==> config.mk <==
export PLATFORM = sky130hd
export DESIGN_NAME = simon_sequencer_flat
export DESIGN_NICKNAME = d
export VERILOG_FILES = /design/src/rtl/simon_pkg.sv /design/src/rtl/simon_sequencer_if.sv /design/src/rtl/simon_sequencer_tick_timer.sv /design/src/rtl/simon_sequencer.sv /design/src/flat_wrapper.sv
export SDC_FILE = /design/constraint.sdc
export NUM_CORES = 1
export LEC_CHECK = 0
export ABC_AREA = 0
export CORE_ASPECT_RATIO = 0.6
export CORE_MARGIN = 4
export CORE_UTILIZATION = 30
export CTS_CLUSTER_SIZE = 10
export DETAILED_ROUTE_END_ITERATION = 8
export DONT_BUFFER_PORTS = 1
export PLACE_DENSITY = 0.46
export SKIP_CTS_REPAIR_TIMING = 1
export SLEW_MARGIN = 20
export SYNTH_ARGS = -nofsm -noshare
export SYNTH_HDL_FRONTEND = slang
export SYNTH_SLANG_ARGS = --single-unit
==> constraint.sdc <==
create_clock -name clk -period 3.29 [get_ports clk]
set_input_delay 0.987 -clock clk [delete_from_list [all_inputs] [get_ports clk]]
set_output_delay 0.987 -clock clk [all_outputs]
set_load 0.01 [all_outputs]
==> src/rtl/simon_pkg.sv <==
// Shared types for the simon memory-game sequencer.
// Holds the FSM state encoding and the symbol width.
package simon_pkg;

    localparam int SYM_W = 2;

    typedef enum logic [2:0] {
        IDLE,
        APPEND,
        SHOW,
        GAP,
        INPUT,
        WIN,
        LOSE
    } state_t;

endpackage

==> src/rtl/simon_sequencer_if.sv <==
// Game-side bundle of the simon sequencer: generator request,
// player keys, display drive and win/lose status.
interface simon_sequencer_if #(
    parameter int MAX_LEN = 16
);
    import simon_pkg::*;

    localparam int LW = $clog2(MAX_LEN + 1);

    logic             start;
    logic [SYM_W-1:0] rand_in;
    logic             go1;
    logic             key_valid;
    logic [SYM_W-1:0] key;
    logic             disp_en;
    logic [SYM_W-1:0] disp_val;
    logic [LW-1:0]    round_len;
    logic             busy;
    logic             win;
    logic             lose;

    modport master (
        output start, rand_in, key_valid, key,
        input  go1, disp_en, disp_val, round_len,
        input  busy, win, lose
    );

    modport slave (
        input  start, rand_in, key_valid, key,
        output go1, disp_en, disp_val, round_len,
        output busy, win, lose
    );

endinterface

==> src/rtl/simon_sequencer_tick_timer.sv <==
// Loadable down-counter; done_o is high while the count is zero.
// Shared by the SHOW and GAP phases of the sequencer.
module tick_timer #(
    parameter int W = 8
) (
    input  logic         clk,
    input  logic         reset_n,
    input  logic         load_i,
    input  logic [W-1:0] load_val_i,
    input  logic         en_i,
    output logic         done_o
);

    localparam logic [W-1:0] ONE = W'(1);

    logic [W-1:0] cnt_q;
    logic [W-1:0] cnt_d;

    always_comb begin
        cnt_d = cnt_q;
        if (load_i) begin
            cnt_d = load_val_i;
        end else if (en_i && (cnt_q != '0)) begin
            cnt_d = cnt_q - ONE;
        end
    end

    always_ff @(posedge clk or negedge reset_n) begin
        if (!reset_n) begin
            cnt_q <= '0;
        end else begin
            cnt_q <= cnt_d;
        end
    end

    assign done_o = (cnt_q == '0);

endmodule

==> src/rtl/simon_sequencer.sv <==
// Memory-game sequencer: appends a random symbol each round,
// replays the sequence on the display, then checks player keys.
module simon_sequencer
    import simon_pkg::*;
#(
    parameter int MAX_LEN    = 16,
    parameter int SHOW_TICKS = 25_000_000,
    parameter int GAP_TICKS  = 12_500_000
) (
    input  logic              clk,
    input  logic              reset_n,
    simon_sequencer_if.slave  bus
);

    localparam int LW   = $clog2(MAX_LEN + 1);
    localparam int IW   = $clog2(MAX_LEN);
    localparam int TMAX = (SHOW_TICKS > GAP_TICKS) ? SHOW_TICKS : GAP_TICKS;
    localparam int TW   = (TMAX > 1) ? $clog2(TMAX) : 1;

    localparam logic [TW-1:0] SHOW_LD = TW'(SHOW_TICKS - 1);
    localparam logic [TW-1:0] GAP_LD  = TW'(GAP_TICKS - 1);
    localparam logic [LW-1:0] LEN_MAX = LW'(MAX_LEN);
    localparam logic [LW-1:0] ONE     = LW'(1);

    state_t           state_q;
    state_t           state_d;
    logic [LW-1:0]    len_q;
    logic [LW-1:0]    len_d;
    logic [LW-1:0]    idx_q;
    logic [LW-1:0]    idx_d;
    logic [SYM_W-1:0] mem_q [MAX_LEN];

    logic [SYM_W-1:0] cur_sym;
    logic             at_last;
    logic             t_done;
    logic             t_load;
    logic             t_en;
    logic [TW-1:0]    t_val;

    assign cur_sym = mem_q[idx_q[IW-1:0]];
    assign at_last = (idx_q == (len_q - ONE));

    always_comb begin
        state_d = state_q;
        len_d   = len_q;
        idx_d   = idx_q;
        unique case (state_q)
            IDLE, WIN, LOSE: begin
                if (bus.start) begin
                    state_d = APPEND;
                    len_d   = '0;
                    idx_d   = '0;
                end
            end
            APPEND: begin
                len_d   = len_q + ONE;
                idx_d   = '0;
                state_d = SHOW;
            end
            SHOW: begin
                if (t_done) begin
                    state_d = GAP;
                end
            end
            GAP: begin
                if (t_done) begin
                    if (at_last) begin
                        idx_d   = '0;
                        state_d = INPUT;
                    end else begin
                        idx_d   = idx_q + ONE;
                        state_d = SHOW;
                    end
                end
            end
            INPUT: begin
                if (bus.key_valid) begin
                    if (bus.key != cur_sym) begin
                        state_d = LOSE;
                    end else if (!at_last) begin
                        idx_d = idx_q + ONE;
                    end else if (len_q == LEN_MAX) begin
                        state_d = WIN;
                    end else begin
                        state_d = APPEND;
                    end
                end
            end
            default: begin
                state_d = IDLE;
            end
        endcase
    end

    // Timer is reloaded on entry to SHOW or GAP, so it never carries over.
    assign t_load = (state_d != state_q) &&
                    ((state_d == SHOW) || (state_d == GAP));
    assign t_val  = (state_d == SHOW) ? SHOW_LD : GAP_LD;
    assign t_en   = (state_q == SHOW) || (state_q == GAP);

    tick_timer #(
        .W (TW)
    ) u_timer (
        .clk        (clk),
        .reset_n    (reset_n),
        .load_i     (t_load),
        .load_val_i (t_val),
        .en_i       (t_en),
        .done_o     (t_done)
    );

    always_ff @(posedge clk or negedge reset_n) begin
        if (!reset_n) begin
            state_q <= IDLE;
            len_q   <= '0;
            idx_q   <= '0;
        end else begin
            state_q <= state_d;
            len_q   <= len_d;
            idx_q   <= idx_d;
        end
    end

    // Contents are don't-care until written, so no reset is needed.
    always_ff @(posedge clk) begin
        if (state_q == APPEND) begin
            mem_q[len_q[IW-1:0]] <= bus.rand_in;
        end
    end

    always_comb begin
        bus.go1       = 1'b0;
        bus.disp_en   = 1'b0;
        bus.disp_val  = '0;
        bus.busy      = 1'b0;
        bus.win       = 1'b0;
        bus.lose      = 1'b0;
        bus.round_len = len_q;
        unique case (1'b1)
            (state_q == APPEND): begin
                bus.go1  = 1'b1;
                bus.busy = 1'b1;
            end
            (state_q == SHOW): begin
                bus.disp_en  = 1'b1;
                bus.disp_val = cur_sym;
                bus.busy     = 1'b1;
            end
            (state_q == GAP):  bus.busy = 1'b1;
            (state_q == WIN):  bus.win  = 1'b1;
            (state_q == LOSE): bus.lose = 1'b1;
            default: ;
        endcase
    end

endmodule

==> src/flat_wrapper.sv <==
// flat-port wrapper written by rule: the top's interface ports become plain ports
module simon_sequencer_flat import simon_pkg::*;
#(
    parameter int MAX_LEN    = 16,
    parameter int SHOW_TICKS = 25_000_000,
    parameter int GAP_TICKS  = 12_500_000
)
  (clk, reset_n, bus_start, bus_rand_in, bus_key_valid, bus_key, bus_go1, bus_disp_en, bus_disp_val, bus_round_len, bus_busy, bus_win, bus_lose);
  simon_sequencer_if #(.MAX_LEN(MAX_LEN)) bus_i ();
  input  logic clk;
  input  logic reset_n;
  input wire logic [$bits(bus_i.start)-1:0] bus_start;
  input wire logic [$bits(bus_i.rand_in)-1:0] bus_rand_in;
  input wire logic [$bits(bus_i.key_valid)-1:0] bus_key_valid;
  input wire logic [$bits(bus_i.key)-1:0] bus_key;
  output wire logic [$bits(bus_i.go1)-1:0] bus_go1;
  output wire logic [$bits(bus_i.disp_en)-1:0] bus_disp_en;
  output wire logic [$bits(bus_i.disp_val)-1:0] bus_disp_val;
  output wire logic [$bits(bus_i.round_len)-1:0] bus_round_len;
  output wire logic [$bits(bus_i.busy)-1:0] bus_busy;
  output wire logic [$bits(bus_i.win)-1:0] bus_win;
  output wire logic [$bits(bus_i.lose)-1:0] bus_lose;
  assign bus_i.start = bus_start;
  assign bus_i.rand_in = bus_rand_in;
  assign bus_i.key_valid = bus_key_valid;
  assign bus_i.key = bus_key;
  assign bus_go1 = bus_i.go1;
  assign bus_disp_en = bus_i.disp_en;
  assign bus_disp_val = bus_i.disp_val;
  assign bus_round_len = bus_i.round_len;
  assign bus_busy = bus_i.busy;
  assign bus_win = bus_i.win;
  assign bus_lose = bus_i.lose;
  simon_sequencer #(.MAX_LEN(MAX_LEN), .SHOW_TICKS(SHOW_TICKS), .GAP_TICKS(GAP_TICKS)) u_core (.clk(clk), .reset_n(reset_n), .bus(bus_i));
endmodule
# --- After elaboration in Yosys (flattened, before gate mapping) ---
# Memory sizes are Yosys's and may differ from the RTL's.
# Cells that the tools add are included.
word_totals:
  register_bits: 38
  input_bits: 8
  mem_count: 1
  out_inout_bits: 12
  elab_cells: 67
  ram_bits: 32
op_classes:
  addsub: 4
  muxes: 27
  n_reduce_logical: 14
  n_eq_ne: 17
memory_table:
  columns: ["memory", "depth", "width", "rd", "rd_ports_with_merged_regs", "write_ports", "line", "source"]
  rows:
  - ["u_core.mem_q", 16, 2, 1, 0, 1, "simon_sequencer.sv:31", "logic [SYM_W-1:0] mem_q [MAX_LEN];"]
ops:
  columns: ["cell", "n"]
  rows:
  - ["2-to-1 mux 25 bit", 3]
  - ["2-to-1 mux 5 bit", 6]
  - ["zero test 25 bit", 1]
  - ["nonzero test 25 bit", 1]
  - ["subtractor 25 x 1 -> 25 bit, second input constant", 1]
  - ["2-to-1 mux 3 bit", 8]
  - ["case mux 5 bit (4 select lines)", 1]
  - ["case mux 3 bit (5 select lines)", 1]
  - ["== test 3 x 2 -> 1 bit, second input constant", 4]
  - ["adder 5 x 1 -> 5 bit, second input constant", 2]
  - ["case mux 5 bit (2 select lines)", 1]
  - ["== test 3 bit, second input constant", 3]
  - ["!= test 2 bit, second input constant", 4]
  - ["2-to-1 mux 1 bit", 6]
  - ["AND reduction 6 bit", 1]
  - ["OR reduction 3 bit", 2]
  - ["== test 5 bit", 1]
  - ["== test 5 bit, second input constant", 1]
  - ["subtractor 5 x 1 -> 5 bit, second input constant", 1]
  - ["nonzero test 2 bit", 2]
  - ["nonzero test 4 bit", 1]
  - ["== test 3 x 1 -> 1 bit, second input constant", 1]
  - ["zero test 3 bit", 1]
  - ["!= test 3 bit", 1]
  - ["other kinds (6)", 8]

# --- Logic depth before layout (Yosys ltp) ---
# Gate-level depths: netlist of the first run.
depth:
  word_depth: 10
  mapped_depth: 11
  depth_no_buf: 10

# --- Hierarchy ---
# A second synthesis of the first run with hierarchy kept.
hier_totals:
  hier_cells: 393
  hier_area_um2: 4147.7
modules_own_cells:
  columns: ["module", "seq_area_each_um2", "cells_per_inst", "area_each_um2", "instances"]
  rows:
  - ["simon_sequencer", 1286.2, 231, 2592.5, 1]
  - ["tick_timer", 625.6, 162, 1555.2, 1]

# --- Least setup slack after synthesis of the first run ---
# OpenSTA, ideal clock, no wires.
synth_path:
  path_type: "register to register"
  startpoint: "register u_core.len_q[0], in the netlist u_core.bus.round_len[0]"
  endpoint: "register u_core.u_timer.cnt_q[22]"
  slack_ps: 622
  path_buffers: 0
  required_time_ps: 3164
  setup_ps: 126
  arrival_time_ps: 2542
  period_less_slack_ps: 2668
  stages_incl_launch_ff: 11
  path_cell_list: "dfrtp_1 > inv_1 > ha_1 > xnor2_1 > a211oi_2 > o311ai_4 > a31o_2 > a21oi_1 > a211oi_2 > nand2b_4 > a221o_1"
synth_between:
  elab_chain_cells: 10
  elab_cells_between_ends: 18
  classes_between: "add/sub (1); eq/ne (5); mux (9); reduce/logical (3)"
synth_lines:
  columns: ["element", "line", "source"]
  rows:
  - ["start: declaration", "simon_sequencer.sv:27", "logic [LW-1:0] len_q;"]
  - ["start signal: assignment", "simon_sequencer.sv:119", "len_q <= len_d;"]
  - ["subtractor 5 x 1 -> 5 bit / == test 5 bit (equally long branches)", "simon_sequencer.sv:41, simon_sequencer.sv:82", null]
  - ["== test 5 bit / 2-to-1 mux 3 bit (equally long branches)", "simon_sequencer.sv:41, simon_sequencer.sv:82", null]
  - ["2-to-1 mux 3 bit", "simon_sequencer.sv:80", "end else if (!at_last) begin"]
  - ["2-to-1 mux 3 bit", "simon_sequencer.sv:78", "if (bus.key != cur_sym) begin"]
  - ["2-to-1 mux 3 bit", "simon_sequencer.sv:77", "if (bus.key_valid) begin"]
  - ["case mux 3 bit (5 select lines) *", "simon_sequencer.sv:47", "unique case (state_q)"]
  - ["== test 3 x 2 -> 1 bit (on tied branches)", "simon_sequencer.sv:97, simon_sequencer.sv:98", null]
  - ["logical OR 1 bit", "simon_sequencer.sv:97", "((state_d == SHOW) || (state_d == GAP));"]
  - ["logical AND 1 bit", "simon_sequencer.sv:96", "assign t_load = (state_d != state_q) &&"]
  - ["2-to-1 mux 25 bit / nonzero test 2 bit (equally long branches)", null, null]
  - ["end signal: assignment", "simon_sequencer_tick_timer.sv:32", "cnt_q <= cnt_d;"]
  - ["end: declaration", "simon_sequencer_tick_timer.sv:16", "logic [W-1:0] cnt_q;"]
# Mark *: on every way between the ends. The rest lies on a longest branch, timed or not.
# A chain may end at the register's enable or synchronous reset.

# --- Worst setup path in the final report of the first run ---
layout_path:
  startpoint: "register u_core.idx_q[1]"
  endpoint: "output port bus_disp_val[1]"
layout_between:
  elab_chain_cells: 2
layout_lines:
  columns: ["element", "line", "source"]
  rows:
  - ["start: declaration", "simon_sequencer.sv:29", "logic [LW-1:0] idx_q;"]
  - ["start signal: assignment", "simon_sequencer.sv:120", "idx_q <= idx_d;"]
  - ["memory (16 x 2 bit)", null, null]
  - ["2-to-1 mux 2 bit", "simon_sequencer.sv:139", "unique case (1'b1)"]
  - ["end: declaration", "flat_wrapper.sv:18", "output wire logic [$bits(bus_i.disp_val)-1:0] bus_disp_val;"]
# Every way passes these cells.

==> impl_metrics.json, run 1 <==
{
  "rr_worst_depth": 10,
  "via_count": 2815,
  "synth_area_per_cell_sq_um": 10.4,
  "nets": 401,
  "postLayoutCellArea_sq_um": 4480,
  "crit_required_ns": 2.30,
  "drv_slew": 0,
  "cts_made_buffers": 9,
  "finalHoldViolations": 0,
  "initial_core_util": 0.316,
  "period_needed_ns": 3.17,
  "fin_tns_setup_ns": 0,
  "register_area_sq_um": 1910,
  "synth_nets": 389,
  "insertion_delay_ns": 0.33,
  "p_per_area_nw_per_um2": 707,
  "async_flop_share": 0.543,
  "die_w_um": 155,
  "areaGrowthSynthToFinish_pct": 14.8,
  "clk_pin_slew_ns": 0.06,
  "cts_sinks": 70,
  "drive_above_1_share": 0.148,
  "clockRootBuffer": "clkbuf_16",
  "tightest_slew_ns": 0.537,
  "syn-cell-area_sq_um": 3910,
  "n_antenna_cell": 0,
  "cts_tree": "built",
  "layout_commonest_cell": "nand2_1",
  "grt_pass1_vias": 2737,
  "hold_class": "input port to asynchronous set/reset pin",
  "route.antenna.remaining_nets": 0,
  "die_y_um": 96.4,
  "synth-edff-count": 32,
  "status": "complete, no violations",
  "antenna_found_initial": 0,
  "cp-end-kind": "output port",
  "gp_congestion": 0.844,
  "skew_ns": 0.00840,
  "multiInputGateArea_sq_um": 1890,
  "grt_first_pass_wirelength_mm": 15.6,
  "wl_per_cell_um": 17.1,
  "drc": 0,
  "syn_inst": 375,
  "synthFlopType": "dfrtp_1",
  "avgViaCountPerCell": 5.05,
  "crit_chain": "mux4_2 -> mux2_2 -> a21oi_1 -> nor3_1 -> buf_4",
  "clockBufferDepth": 2,
  "slowest_stage": "mux4_2",
  "rsz0062_at_grt": "false",
  "ys_warn_count": 0,
  "hpwlAfterDp_mm": 7.07,
  "drtIter0Drc": 256,
  "final.period_utilization": 0.962,
  "worstPathArrival_ns": 2.18,
  "vdd_drop_max_v": 0.000249,
  "drv_cap": 0,
  "io_buffers": 0,
  "firstDrtPassIters": 4,
  "synth_cell_types": 59,
  "fmax_mhz": 316,
  "setup_viol": 0,
  "dieArea_sq_um": 15000,
  "cpPeakStageDelay_ns": 0.61,
  "hold_ws_ns": 0.343,
  "grt_start_max_net_pins": 39,
  "htreeDepth": 3,
  "core_sq_um": 12400,
  "cp_max_fo": 14,
  "place_area_sq_um": 4170,
  "grt_use_total": 0.137,
  "leakagePower_nw": 1.65,
  "total_power_w": 0.00317,
  "timing.slew.headroom": 0.638,
  "yosysSeqAreaShare": 0.489,
  "synth-seq-cells": 70,
  "finalWirelength_mm": 9.54,
  "grt_overflow": 0,
  "layout_common_cells": "nand2_1, nor2_1, dfrtp_1",
  "io_pins": 20,
  "num_rows": 31,
  "start_kind": "flip-flop",
  "critical_path_class": "flip-flop to output port",
  "fillCellCount": 1219
}
synth_stat cells (3+ instances only):
cell type / number / area, sq um
a31oi_1: 3 / 18.8
nor2_1: 42 / 158
ha_1: 6 / 75.1
or3_1: 5 / 31.3
edfxtp_1: 32 / 961
nor3_1: 21 / 105
or4_1: 3 / 22.5
clkbuf_1: 10 / 37.5
a21o_1: 3 / 22.5
nand4_1: 7 / 43.8
o21ai_0: 15 / 75.1
o211ai_1: 3 / 22.5
a21oi_1: 5 / 25.0
nand2_1: 44 / 165
a211o_1: 3 / 26.3
mux2i_1: 6 / 60.1
nor2b_1: 6 / 37.5
o22ai_1: 3 / 18.8
and2_1: 6 / 37.5
nand3b_1: 4 / 30.0
dfrtp_1: 38 / 951
buf_2: 5 / 25.0
nor4_1: 7 / 43.8
nand3_1: 14 / 70.1
inv_1: 7 / 26.3
nand2b_1: 10 / 62.6
xnor2_1: 15 / 131
xor2_1: 9 / 78.8
mux2_2: 3 / 33.8
mux4_2: 4 / 90.1
cell type report:
cell class	instances	share of cell area
tap	165	0.0460
multi-input combinational	281	0.422
sequential	70	0.427
clock buffer	9	0.0502
inverter	8	0.00670
clock inverter	7	0.0198
timing repair buffer	17	0.0285
registers in the layout (all words and copies together) (netlist names):
name,count
u_core.mem_q,32
u_core.u_timer.cnt_q,25
u_core.bus.round_len,5
u_core.idx_q,5
u_core.state_q,3
path summary, 6_finish.rpt:
check | startpoint | to | slack (ns)
min in group clk | u_core.u_timer.cnt_q[18] | u_core.u_timer.cnt_q[18] | 0.52
max in group asynchronous | reset_n | u_core.u_timer.cnt_q[24] | 2.85
hold reg to reg | u_core.u_timer.cnt_q[18] | u_core.u_timer.cnt_q[18] | 0.52
hold / removal | reset_n | u_core.u_timer.cnt_q[3] | 0.34
setup reg to reg | u_core.bus.round_len[1] | u_core.u_timer.cnt_q[22] | 0.33
setup / recovery | u_core.idx_q[1] | bus_disp_val[1] | 0.12
report_power, final:
part           internal [W]  total, W  switching [W]
Combinational      0.000395  0.000866       0.000471
Sequential          0.00106   0.00127       0.000215
Clock              0.000658   0.00103       0.000376
Total               0.00211   0.00317        0.00106
logic make-up after synthesis:
family,count (synthesis),share of synthesized area
xor+xnor,24,0.0538
mux,15,0.0605
compound gates,51,0.0954
buf+inv,24,0.0266
flops,70,0.489
simple gates,185,0.255
fa+ha+maj,6,0.0192
layer usage:
layer  GRT usage  vias up  part of all wire
met5           0        -                 0
met4      0.0495        0            0.0093
met1       0.217     1357              0.56
met2       0.176       68              0.38
met3      0.0325        7             0.052
li1            -     1383                 -
critical path: cells and delay by family, from the launching register on:
family                 cells  cell delay [ns]
DFF                        1             0.57
buffers and inverters      1             0.15
AOI/OAI and AO/OA          1             0.17
and+or+nand+nor            1             0.06
muxes                      2             0.89
metrics by stage:
| step | utilization | setup WS [ns] | cells |
|---|---|---|---|
| 3_5_place_dp | 0.337 | 0.239 | 541 |
| 5_1_grt | 0.362 | 0.0232 | 557 |
| 3_3_place_gp | 0.337 | 0.305 | 541 |
| 2_1_floorplan | - | 0.622 | 375 |
| 4_1_cts | 0.362 | -0.105 | 557 |
| 6_report | 0.362 | 0.124 | 557 |
Note: power is estimated with default switching activity, not from simulation.
==> inputs of run 2 (changes only) <==
HOLD_SLACK_MARGIN = 0.03   (was unset)
==> results of run 2 <==
Final layout, timing and power as in run 1 (identical DEF).
